`src/rtl/bnn_inference_ctrl.sv`:
```
// Sequencer between the image buffer, the BNN core and the result consumer:
// start on a full frame, wait for done with a timeout, hand the digit over, flush.
module bnn_inference_ctrl #(
  parameter int TIMEOUT_CYCLES = 4096,
  parameter int CNT_W          = 13,
  parameter int RESULT_W       = 4,
  parameter int ICNT_W         = 8
) (
  input  logic                clk,
  input  logic                rst_n,
  input  logic                img_buffer_full,
  output logic                img_buffer_clear,
  output logic                bnn_start,
  input  logic                bnn_done,
  input  logic [RESULT_W-1:0] bnn_result,
  output logic [RESULT_W-1:0] result_out,
  output logic                result_valid,
  input  logic                result_ack,
  output logic                busy,
  output logic                timeout_err,
  input  logic                err_clear,
  output logic [ICNT_W-1:0]   infer_count,
  output logic [2:0]          state_dbg
);

  typedef enum logic [2:0] {
    S_IDLE  = 3'd0,
    S_START = 3'd1,
    S_WAIT  = 3'd2,
    S_HOLD  = 3'd3,
    S_CLEAR = 3'd4
  } state_e;

  localparam logic [CNT_W-1:0] CNT_LAST = CNT_W'(TIMEOUT_CYCLES - 1);

  state_e                state_q, state_d;
  logic [CNT_W-1:0]      cnt_q, cnt_d;
  logic [RESULT_W-1:0]   result_q, result_d;
  logic [ICNT_W-1:0]     icnt_q, icnt_d;
  logic                  valid_q, valid_d;
  logic                  err_q, err_d;
  logic                  start_q, start_d;
  logic                  clear_q, clear_d;
  logic                  busy_q, busy_d;
  logic                  err_set;

  always_comb begin
    // NOTE: every signal gets a hold/default value first so no path leaves it unassigned (no latches).
    state_d  = state_q;
    cnt_d    = cnt_q;
    result_d = result_q;
    icnt_d   = icnt_q;
    valid_d  = valid_q;
    err_set  = 1'b0;

    case (state_q)
      S_IDLE: begin
        if (img_buffer_full) state_d = S_START;
      end
      S_START: begin
        cnt_d   = '0;
        state_d = S_WAIT;
      end
      S_WAIT: begin
        cnt_d = cnt_q + CNT_W'(1);
        // A done on the last allowed cycle still counts as a success.
        if (bnn_done) begin
          result_d = bnn_result;
          valid_d  = 1'b1;
          icnt_d   = icnt_q + ICNT_W'(1);
          state_d  = S_HOLD;
        end else if (cnt_q == CNT_LAST) begin
          err_set = 1'b1;
          state_d = S_CLEAR;
        end
      end
      S_HOLD: begin
        if (result_ack) begin
          valid_d = 1'b0;
          state_d = S_CLEAR;
        end
      end
      S_CLEAR: begin
        if (!img_buffer_full) state_d = S_IDLE;
      end
      default: state_d = S_IDLE;
    endcase

    if (err_set)        err_d = 1'b1;
    else if (err_clear) err_d = 1'b0;
    else                err_d = err_q;

    // State-decoded outputs come from the next state so they are registered yet cycle-aligned.
    start_d = (state_d == S_START);
    clear_d = (state_d == S_CLEAR);
    busy_d  = (state_d != S_IDLE);
  end

  // NOTE: sequential state uses non-blocking assignments so all flops update together at the edge.
  always_ff @(posedge clk or negedge rst_n) begin
    if (!rst_n) begin
      state_q  <= S_IDLE;
      cnt_q    <= '0;
      result_q <= '0;
      icnt_q   <= '0;
      valid_q  <= 1'b0;
      err_q    <= 1'b0;
      start_q  <= 1'b0;
      clear_q  <= 1'b0;
      busy_q   <= 1'b0;
    end else begin
      state_q  <= state_d;
      cnt_q    <= cnt_d;
      result_q <= result_d;
      icnt_q   <= icnt_d;
      valid_q  <= valid_d;
      err_q    <= err_d;
      start_q  <= start_d;
      clear_q  <= clear_d;
      busy_q   <= busy_d;
    end
  end

  assign img_buffer_clear = clear_q;
  assign bnn_start        = start_q;
  assign result_out       = result_q;
  assign result_valid     = valid_q;
  assign busy             = busy_q;
  assign timeout_err      = err_q;
  assign infer_count      = icnt_q;
  assign state_dbg        = state_q;

endmodule

```
`config.mk`:
```
export PLATFORM = sky130hd
export DESIGN_NAME = bnn_inference_ctrl
export DESIGN_NICKNAME = d
export VERILOG_FILES = /design/src/rtl/bnn_inference_ctrl.sv
export SDC_FILE = /design/constraint.sdc
export NUM_CORES = 1
export LEC_CHECK = 0
export BUFFER_PORTS_ARGS = -buffer_cell sky130_fd_sc_hd__buf_2
export CORE_ASPECT_RATIO = 0.9
export CORE_MARGIN = 1
export CORE_UTILIZATION = 61
export CTS_BUF_LIST = sky130_fd_sc_hd__clkbuf_2 sky130_fd_sc_hd__clkbuf_4 sky130_fd_sc_hd__clkbuf_8
export CTS_CLUSTER_SIZE = 24
export DETAILED_ROUTE_END_ITERATION = 8
export PLACE_DENSITY = 0.89
export REMOVE_ABC_BUFFERS = 1
export SKIP_LAST_GASP = 1
export SYNTH_ARGS = -nofsm -noshare
export SYNTH_HDL_FRONTEND = slang
export SYNTH_SLANG_ARGS = --single-unit
```
`constraint.sdc`:
```
create_clock -name clk -period 3.4 [get_ports clk]
set_input_delay 0.51 -clock clk [delete_from_list [all_inputs] [get_ports clk]]
set_output_delay 0.51 -clock clk [all_outputs]
set_load 0.03 [all_outputs]
```
==> results of run 1 <==
## final timing paths
check                                                 from                    endpoint  cells after the start
worst min-delay path                                 rst_n       cnt_q[12]$_DFFE_PN0P_                      1
worst max-delay path                state_dbg[0]$_DFF_PN0_                state_dbg[0]                      1
max in group asynchronous                            rst_n        cnt_q[0]$_DFFE_PN0P_                      1
worst min register to register  infer_count[7]$_DFFE_PN0P_  infer_count[7]$_DFFE_PN0P_                      1
min in group clk                                 err_clear     timeout_err$_DFFE_PN0P_                      2
worst max register to register      state_dbg[0]$_DFF_PN0_  infer_count[6]$_DFFE_PN0P_                      4
## layer usage
metal	track usage [%]	wire, µm	vias up	part of all wire, %
li1	-	-	629	-
met1	33.9	1400	624	44
met2	40.7	1490	56	47
met3	9.28	234	8	7.4
met4	9.35	48	0	1.5
met5	0	0	-	0
## area by class of cell
class                   instances  area, µm²
flip-flops and latches         33        826
multi-input cells             111        728
fillers                       178        659
repair buffers                 29        145
clock buffers                   6       45.0
well taps                      28       35.0
inverters                       5       18.8
clock inverters                 2       10.0
## through the flow
step / power (mW) / hold WS (ps)
final: 1.45 / 208
after global placement: 1.21 / 455
after detailed placement: 1.24 / 470
after floorplan: 1.05 / 214
after CTS: 1.45 / 226
after global routing: 1.55 / 261
## synth_stat cells (2+ instances only)
master | n | share of area [%]
a21oi_1 | 5 | 1.6
and3_1 | 5 | 2.0
and4_1 | 3 | 1.6
buf_2 | 3 | 0.94
buf_4 | 2 | 0.94
dfrtp_1 | 33 | 52
ha_1 | 2 | 1.6
inv_1 | 5 | 1.2
mux2_1 | 5 | 3.5
mux2i_1 | 4 | 2.5
nand2_1 | 17 | 4.0
nand3_1 | 9 | 2.8
nand4_1 | 7 | 2.7
nor2_1 | 7 | 1.6
nor2b_1 | 2 | 0.78
nor3_1 | 5 | 1.6
o211ai_1 | 5 | 2.3
o21ai_0 | 9 | 2.8
o31ai_1 | 2 | 0.94
xnor2_1 | 6 | 3.3
xor2_1 | 2 | 1.1
## flip-flops by register name, summed over array words and instances, names as in the netlist
name	cells
cnt_q	13
infer_count	8
result_out	4
state_dbg	3
bnn_start	1
busy	1
img_buffer_clear	1
result_valid	1
timeout_err	1
## logic make-up after synthesis
| family | after synthesis |
|---|---|
| flops | 33 |
| simple gates | 65 |
| buf+inv | 10 |
| compound gates | 27 |
| fa+ha+maj | 2 |
| xor+xnor | 8 |
| mux | 9 |
## power groups by stage
stage               Clock (mW)  Combinational [mW]  Sequential [mW]
global route             0.240               0.649            0.662
CTS                      0.222               0.593            0.639
detailed placement           0               0.590            0.647
finish                   0.217               0.589            0.642
global placement             0               0.569            0.638
floorplan                    0               0.254            0.794
==> flow_metrics.env, run 1 <==
export IMPL_swShare_pct=45.6
export IMPL_route_detailed_drc=0
export IMPL_critical_path_arrival_ps=1430
export IMPL_critPathLaunchType="flop"
export IMPL_synth_fa_ha_area_share_pct=1.56
export IMPL_area_growth_pct=12.8
export IMPL_status="finished clean"
export IMPL_grt_overflow=0
export IMPL_cpPeakStageDelay_ps=770
export IMPL_max_freq_mhz=516
export IMPL_switching_power_uw=660
export IMPL_ys_warn_count=0
export IMPL_yosys_area_share_simple_pct=22.8
export IMPL_postRouteWirelength_um=3170
export IMPL_io_pin_count=30
export IMPL_synth_top_family_by_area="simple AND/OR/NAND/NOR gates"
export IMPL_placed_cells=206
export IMPL_cts_resized=0
export IMPL_setup_tns_ps=0
export IMPL_power_share_clock_pct=15.0
export IMPL_cts_setup_buffers=0
export IMPL_crit_type="flop to output port"
export IMPL_worstPathCellList="buf_2"
export IMPL_synth_edf_count=0
export IMPL_crit_required_ps=2890
export IMPL_grt_max_degree=34
export IMPL_fp_dieH_um=50.6
export IMPL_dpl_worst_slack_ps=1550
export IMPL_final_cell_area_mm2=0.00181
export IMPL_cts_htree_levels=2
export IMPL_yosysUniqueCellTypes=37
export IMPL_drt_initial_drc_count=45
export IMPL_dieWidth_um=56.0
export IMPL_cts_root_buf="clkbuf_4"
export IMPL_place_gp_congestion=0.859
export IMPL_dieArea_mm2=0.00284
export IMPL_dr_pass1_iters=4
export IMPL_finClkSkew_ps=6.57
export IMPL_rrSetupSlack_ps=1520
export IMPL_setup_viol=0
export IMPL_avgViaCountPerCell=6.15
export IMPL_crit_fanout=23
export IMPL_path_clk_slew_ps=100
export IMPL_syn_instance_count=154
export IMPL_drive_above_1_share_pct=21.5
export IMPL_pwr_share_seq_pct=44.4
export IMPL_critPathBufInv=1
export IMPL_core_area_mm2=0.00247
export IMPL_vias=1317
export IMPL_grtUsageTotal_pct=26.1
export IMPL_cts_tree="done"
export IMPL_finalWorstSetupSlack_ps=1460
export IMPL_final_common_cell="dfrtp_1"
export IMPL_clk_latency_ps=340
export IMPL_final_hold_violation_count=0
export IMPL_start_util_pct=65.0
export IMPL_synthFlopType="dfrtp_1"
export IMPL_vdd_ir_drop_max_mv=0.683
export IMPL_tightest_slew_ps=707
export IMPL_final_cell_count_no_fill=214
export IMPL_combinationalPowerShare_pct=40.7
export IMPL_drv_cap=0
export IMPL_rsz0062_at_grt="no"
export IMPL_grt_antenna_before_repair=0
export IMPL_nets=197
export IMPL_max_slew_margin_rel_pct=52.8
export IMPL_min_path_type="input pin to async pin"
export IMPL_rows=17
export IMPL_synth_seq_cells=33
export IMPL_yosysSeqAreaShare_pct=51.5
export IMPL_clk_path_buf_depth=2
export IMPL_grt_pass1_wl_um=5590
export IMPL_ant_nets=0
export IMPL_p_leak_nw=0.852
export IMPL_wl_per_cell_um=14.8
export IMPL_critPathTopFamily="flip-flops"
export IMPL_dpl_cell_area_mm2=0.00175
export IMPL_period_needed_ps=1940
export IMPL_p_per_area_mw_per_mm2=801
export IMPL_hpwl_um=2300
export IMPL_synth_compound_area_share_pct=10.7
export IMPL_internal_power_uw=788
export IMPL_final_util_pct=73.3
export IMPL_finalCritPeriodShare_pct=57.0
export IMPL_antennaDiodeCount=0
export IMPL_synthXorXnorAreaFrac_pct=4.37
export IMPL_grt_pass1_vias=1250
export IMPL_layout_common_cells="dfrtp_1, buf_2, nand2_1, o21ai_0, nand3_1"
export IMPL_clock_sinks=33
export IMPL_cts_hold_buf=0
export IMPL_netlist_area_mm2=0.00160
export IMPL_numCtsBuffers=5
export IMPL_synth_mux_area_share_pct=6.01
export IMPL_port_buffers=29
export IMPL_timing_final_max_slew_violations=0
export IMPL_async_reset_ff_share_pct=100
export IMPL_endpoint_kind="output port"
export IMPL_cp_slowest_cell="dfrtp_1"
export IMPL_syn_area_per_cell_um2=10.4
Power figures use the tool's default switching activity.
==> run 2, diff against run 1 <==
--- a/config.mk
+++ b/config.mk
@@ -8,11 +8,11 @@
 export BUFFER_PORTS_ARGS = -buffer_cell sky130_fd_sc_hd__buf_2
 export CORE_ASPECT_RATIO = 0.9
 export CORE_MARGIN = 1
-export CORE_UTILIZATION = 61
+export CORE_UTILIZATION = 57
 export CTS_BUF_LIST = sky130_fd_sc_hd__clkbuf_2 sky130_fd_sc_hd__clkbuf_4 sky130_fd_sc_hd__clkbuf_8
 export CTS_CLUSTER_SIZE = 24
 export DETAILED_ROUTE_END_ITERATION = 8
-export PLACE_DENSITY = 0.89
+export PLACE_DENSITY = 0.84
 export REMOVE_ABC_BUFFERS = 1
 export SKIP_LAST_GASP = 1
 export SYNTH_ARGS = -nofsm -noshare
==> constraint.sdc (replaced) <==
create_clock -name clk -period 2 [get_ports clk]
set_input_delay 0.3 -clock clk [delete_from_list [all_inputs] [get_ports clk]]
set_output_delay 0.3 -clock clk [all_outputs]
set_load 0.03 [all_outputs]
==> run 2 against run 1 <==
  * The run now ends with design-rule violations, negative hold slack left
  * Combinational power rose by 83%
  * Count of clock-buffer cells in the layout did not move
  * Sequential power rose by 65%
  * Via count fell by 1.1%
  * Register-to-register slack got worse by 1200 ps
  * Sequential share of layout area is 0.75 points lower
  * Highest routed layer unchanged
==> flow_metrics.env, run 2 (synthesis results as in run 1) <==
export IMPL_max_freq_mhz=588
export IMPL_critical_path_arrival_ps=1930
export IMPL_final_common_cell="dfrtp_1"
export IMPL_rows=17
export IMPL_finClkSkew_ps=11.9
export IMPL_grt_max_degree=34
export IMPL_period_needed_ps=1700
export IMPL_p_per_area_mw_per_mm2=1360
export IMPL_vdd_ir_drop_max_mv=0.661
export IMPL_grt_pass1_vias=1255
export IMPL_tightest_slew_ps=699
export IMPL_grt_overflow=0
export IMPL_vias=1303
export IMPL_max_slew_margin_rel_pct=53.4
export IMPL_finalCritPeriodShare_pct=85.0
export IMPL_crit_type="flop to flop"
export IMPL_crit_required_ps=2220
export IMPL_avgViaCountPerCell=5.98
export IMPL_final_hold_violation_count=9
export IMPL_layout_common_cells="dfrtp_1, buf_2, nand2_1, o21ai_0, nand3_1"
export IMPL_setup_viol=0
export IMPL_path_clk_slew_ps=100
export IMPL_status="complete, but fails checks"
export IMPL_p_leak_nw=0.873
export IMPL_finalWorstSetupSlack_ps=299
export IMPL_setup_tns_ps=0
export IMPL_crit_fanout=5
export IMPL_cts_hold_buf=0
export IMPL_numCtsBuffers=5
export IMPL_min_path_type="input pin to async pin"
export IMPL_route_detailed_drc=4
export IMPL_wl_per_cell_um=14.8
export IMPL_dieArea_mm2=0.00303
export IMPL_whs_ps=-2.74
export IMPL_clk_latency_ps=340
export IMPL_crit_path_start="cnt_q[0]$_DFFE_PN0P_"
export IMPL_violations="design-rule violations, negative hold slack"
export IMPL_fp_dieH_um=52.3
export IMPL_hpwl_um=2370
export IMPL_critPathLaunchType="flop"
export IMPL_dieWidth_um=57.9
export IMPL_ant_nets=0
export IMPL_drt_initial_drc_count=75
export IMPL_nets=201
export IMPL_grt_pass1_wl_um=5490
export IMPL_place_gp_congestion=0.813
export IMPL_regMostFlops="cnt_q"
export IMPL_cts_resized=0
export IMPL_io_pin_count=30
export IMPL_timing_final_max_slew_violations=0
export IMPL_drv_cap=0
export IMPL_dr_pass1_iters=7
export IMPL_postRouteWirelength_um=3230
export IMPL_antennaDiodeCount=0
export IMPL_r2r_start="cnt_q[0]$_DFFE_PN0P_"
export IMPL_port_buffers=29
export IMPL_clock_sinks=33
export IMPL_endpoint_kind="flop"
export IMPL_dpl_worst_slack_ps=336
export IMPL_cts_tree="done"
export IMPL_core_area_mm2=0.00255
export IMPL_rsz0062_at_grt="no"
export IMPL_largest_register_ffs=13
export IMPL_cts_htree_levels=2
export IMPL_clk_path_buf_depth=2
export IMPL_area_growth_pct=14.7
export IMPL_start_util_pct=62.8
export IMPL_grt_antenna_before_repair=0
export IMPL_cts_setup_buffers=0
export IMPL_drive_above_1_share_pct=23.2
export IMPL_grtUsageTotal_pct=25.0
export IMPL_cts_root_buf="clkbuf_4"
==> run 2: cell count changes in the layout (fill, tap and decap cells not counted), sizes merged <==
cell | previous run | this run
buf | 29 | 33
==> run 2: stage by stage <==
stage               area, µm²  total power, mW  hold slack, ps  utilization [%]  cells
finish                   1840             2.50           -2.74             72.0    218
global route             1840             2.67            48.2             72.0    218
CTS                      1840             2.52            22.8             72.0    218
detailed placement       1780             2.16             388             69.9    210
global placement         1780             2.11             372             69.9    210
floorplan                1570             1.78            4.41                -    149
==> run 2: worst paths after layout <==
path                                         endpoint  slack [ps]  depth (start not counted)
setup / recovery                       busy$_DFF_PN0_         300                          5
hold / removal                  cnt_q[12]$_DFFE_PN0P_          -3                          1
setup reg to reg                       busy$_DFF_PN0_         300                          5
hold reg to reg            infer_count[7]$_DFFE_PN0P_         470                          1
max in group asynchronous        cnt_q[1]$_DFFE_PN0P_        1540                          1
min in group clk              timeout_err$_DFFE_PN0P_         160                          2
==> run 2: layout make-up <==
class                   count  area (µm²)
repair buffers             33         175
multi-input cells         111         728
fillers                   196         714
clock buffers               6        45.0
clock inverters             2        10.0
inverters                   5        18.8
flip-flops and latches     33         826
well taps                  28        35.0
==> run 2: report_power, final <==
group | switching (mW) | internal (mW)
sequential | 0.209 | 0.849
clock | 0.215 | 0.147
combinational | 0.697 | 0.387
==> run 2: metal layers <==
layer | track usage [%] | vias up | routed length, µm
li1 | - | 630 | -
met1 | 31.4 | 625 | 1400
met2 | 39.8 | 44 | 1570
met3 | 5.43 | 4 | 224
met4 | 14.7 | 0 | 30
met5 | 0 | - | 0
==> run 2: worst max-delay path, cell delays in order (launching register included) <==
cell	delay, ps
dfrtp_1	420
ha_1	250
and4b_1	260
nand4_1	140
o211ai_1	150
or3_1	370
==> run 3, diff against run 2 <==
--- a/config.mk
+++ b/config.mk
@@ -6,13 +6,15 @@
 export NUM_CORES = 1
 export LEC_CHECK = 0
 export BUFFER_PORTS_ARGS = -buffer_cell sky130_fd_sc_hd__buf_2
+export CELL_PAD_IN_SITES_DETAIL_PLACEMENT = 0
+export CELL_PAD_IN_SITES_GLOBAL_PLACEMENT = 1
 export CORE_ASPECT_RATIO = 0.9
 export CORE_MARGIN = 1
-export CORE_UTILIZATION = 57
+export CORE_UTILIZATION = 44
 export CTS_BUF_LIST = sky130_fd_sc_hd__clkbuf_2 sky130_fd_sc_hd__clkbuf_4 sky130_fd_sc_hd__clkbuf_8
 export CTS_CLUSTER_SIZE = 24
 export DETAILED_ROUTE_END_ITERATION = 8
-export PLACE_DENSITY = 0.84
+export PLACE_DENSITY = 0.83
 export REMOVE_ABC_BUFFERS = 1
 export SKIP_LAST_GASP = 1
 export SYNTH_ARGS = -nofsm -noshare
==> run 3 against run 2 <==
  * The run now ends clean
  * Wire length up 1.0%
  * Worst hold slack better by 69 ps
  * Via count down 3.1%
  * Utilization down 17 points
  * Sequential cell count unchanged
  * Final cell count up 6.0%
  * Combinational power about the same
  * Critical path depth down 1
  * Highest routed layer unchanged
==> flow_metrics.env, run 3 (synthesis results as in run 1) <==
export IMPL_finClkSkew_ps=7.72
export IMPL_start_util_pct=46.8
export IMPL_grt_pass1_vias=1148
export IMPL_path_clk_slew_ps=60
export IMPL_hpwl_um=2370
export IMPL_numCtsBuffers=5
export IMPL_grt_antenna_before_repair=0
export IMPL_drt_initial_drc_count=81
export IMPL_rsz0062_at_grt="no"
export IMPL_fp_dieH_um=59.3
export IMPL_io_pin_count=30
export IMPL_timing_final_max_slew_violations=0
export IMPL_place_gp_congestion=0.823
export IMPL_crit_required_ps=2210
export IMPL_critPathLaunchType="flop"
export IMPL_vias=1263
export IMPL_route_detailed_drc=0
export IMPL_grtUsageTotal_pct=19.3
export IMPL_cts_tree="done"
export IMPL_max_freq_mhz=551
export IMPL_critical_path_depth=4
export IMPL_critPathTopFamily="simple AND/OR/NAND/NOR gates"
export IMPL_critical_path_arrival_ps=2020
export IMPL_final_hold_violation_count=0
export IMPL_max_slew_margin_rel_pct=52.5
export IMPL_min_path_type="input pin to async pin"
export IMPL_cts_root_buf="clkbuf_8"
export IMPL_largest_register_ffs=13
export IMPL_final_common_cell="dfrtp_1"
export IMPL_wl_per_cell_um=14.1
export IMPL_p_per_area_mw_per_mm2=1380
export IMPL_port_buffers=29
export IMPL_ant_nets=0
export IMPL_dieWidth_um=65.6
export IMPL_cts_htree_levels=2
export IMPL_grt_max_degree=34
export IMPL_final_cell_count_no_fill=231
export IMPL_cts_resized=0
export IMPL_status="finished clean"
export IMPL_crit_fanout=14
export IMPL_grt_overflow=0
export IMPL_rows=20
export IMPL_p_leak_nw=0.871
export IMPL_avgViaCountPerCell=5.47
export IMPL_finalWorstSetupSlack_ps=186
export IMPL_rr_worst_depth=4
export IMPL_cts_hold_buf=0
export IMPL_use_met2_pct=29.4
export IMPL_clk_latency_ps=280
export IMPL_vdd_ir_drop_max_mv=0.395
export IMPL_drv_cap=0
export IMPL_antennaDiodeCount=0
export IMPL_worstPathCellList="and4bb_1 > nand4_1 > nor2_1 > xor2_1"
export IMPL_dpl_worst_slack_ps=182
export IMPL_area_growth_pct=16.6
export IMPL_placed_cells=225
export IMPL_busiest_layer="met2"
export IMPL_cpPeakStageDelay_ps=640
export IMPL_setup_viol=0
export IMPL_clock_sinks=33
export IMPL_finalCritPeriodShare_pct=90.7
export IMPL_postRouteWirelength_um=3260
export IMPL_drive_above_1_share_pct=21.9
export IMPL_core_area_mm2=0.00343
export IMPL_cts_setup_buffers=0
export IMPL_critPathBufInv=0
export IMPL_regMostFlops="cnt_q"
export IMPL_met1_usage_pct=25.2
export IMPL_dr_pass1_iters=4
export IMPL_cp_slowest_cell="and4bb_1"
export IMPL_nets=200
export IMPL_crit_type="flop to flop"
export IMPL_setup_tns_ps=0
export IMPL_layout_common_cells="dfrtp_1, buf_2, nand2_1, o21ai_0, nand3_1"
export IMPL_endpoint_kind="flop"
export IMPL_period_needed_ps=1810
export IMPL_grtUsageMet3_pct=5.96
export IMPL_dieArea_mm2=0.00389
export IMPL_grt_pass1_wl_um=5510
export IMPL_clk_path_buf_depth=2
export IMPL_tightest_slew_ps=713
run 3: changes by cell type in the layout (fill, tap and decap cells not counted), sizes merged:
| cell | previous run | this run |
|---|---|---|
| buf | 33 | 32 |
| clkbuf | 6 | 5 |
| clkinv | 2 | 1 |
run 3: per-stage QoR:
step	instance area (µm²)	total power [mW]	util (%)	hold WS [ps]
final	1870	2.59	54.5	66.0
after global routing	1870	2.77	54.5	123
after CTS	1870	2.61	54.5	88.4
after detailed placement	1800	2.16	52.4	392
after global placement	1800	2.13	52.4	387
after floorplan	1570	1.78	-	4.41
run 3: power breakdown:
group / internal [mW] / leakage, nW / total, mW / switching (mW)
clock network: 0.228 / 0.0399 / 0.444 / 0.215
logic: 0.385 / 0.405 / 1.11 / 0.723
registers: 0.851 / 0.426 / 1.04 / 0.186
run 3: final cells by class:
cell class	count	area, µm²
Clock buffer	5	68.8
Multi-Input combinational cell	111	728
Inverter	5	18.8
Sequential cell	33	826
Timing Repair Buffer	32	168
Fill cell	313	1560
Clock inverter	1	5.00
Tap cell	44	55.1
run 3: per-layer routing:
| metal | up-vias | part of all wire [%] |
|---|---|---|
| li1 | 626 | - |
| met1 | 605 | 48 |
| met2 | 27 | 46 |
| met3 | 5 | 4.3 |
| met4 | 0 | 1.6 |
| met5 | - | 0 |
run 3: path summary, 6_finish.rpt:
kind,from,slack (ps),endpoint
max,state_dbg[2]$_DFF_PN0_,190,infer_count[6]$_DFFE_PN0P_
min,rst_n,70,infer_count[4]$_DFFE_PN0P_
max reg2reg,state_dbg[2]$_DFF_PN0_,190,infer_count[6]$_DFFE_PN0P_
min reg2reg,infer_count[7]$_DFFE_PN0P_,460,infer_count[7]$_DFFE_PN0P_
max in group asynchronous,rst_n,1470,cnt_q[8]$_DFFE_PN0P_
min in group clk,err_clear,210,timeout_err$_DFFE_PN0P_
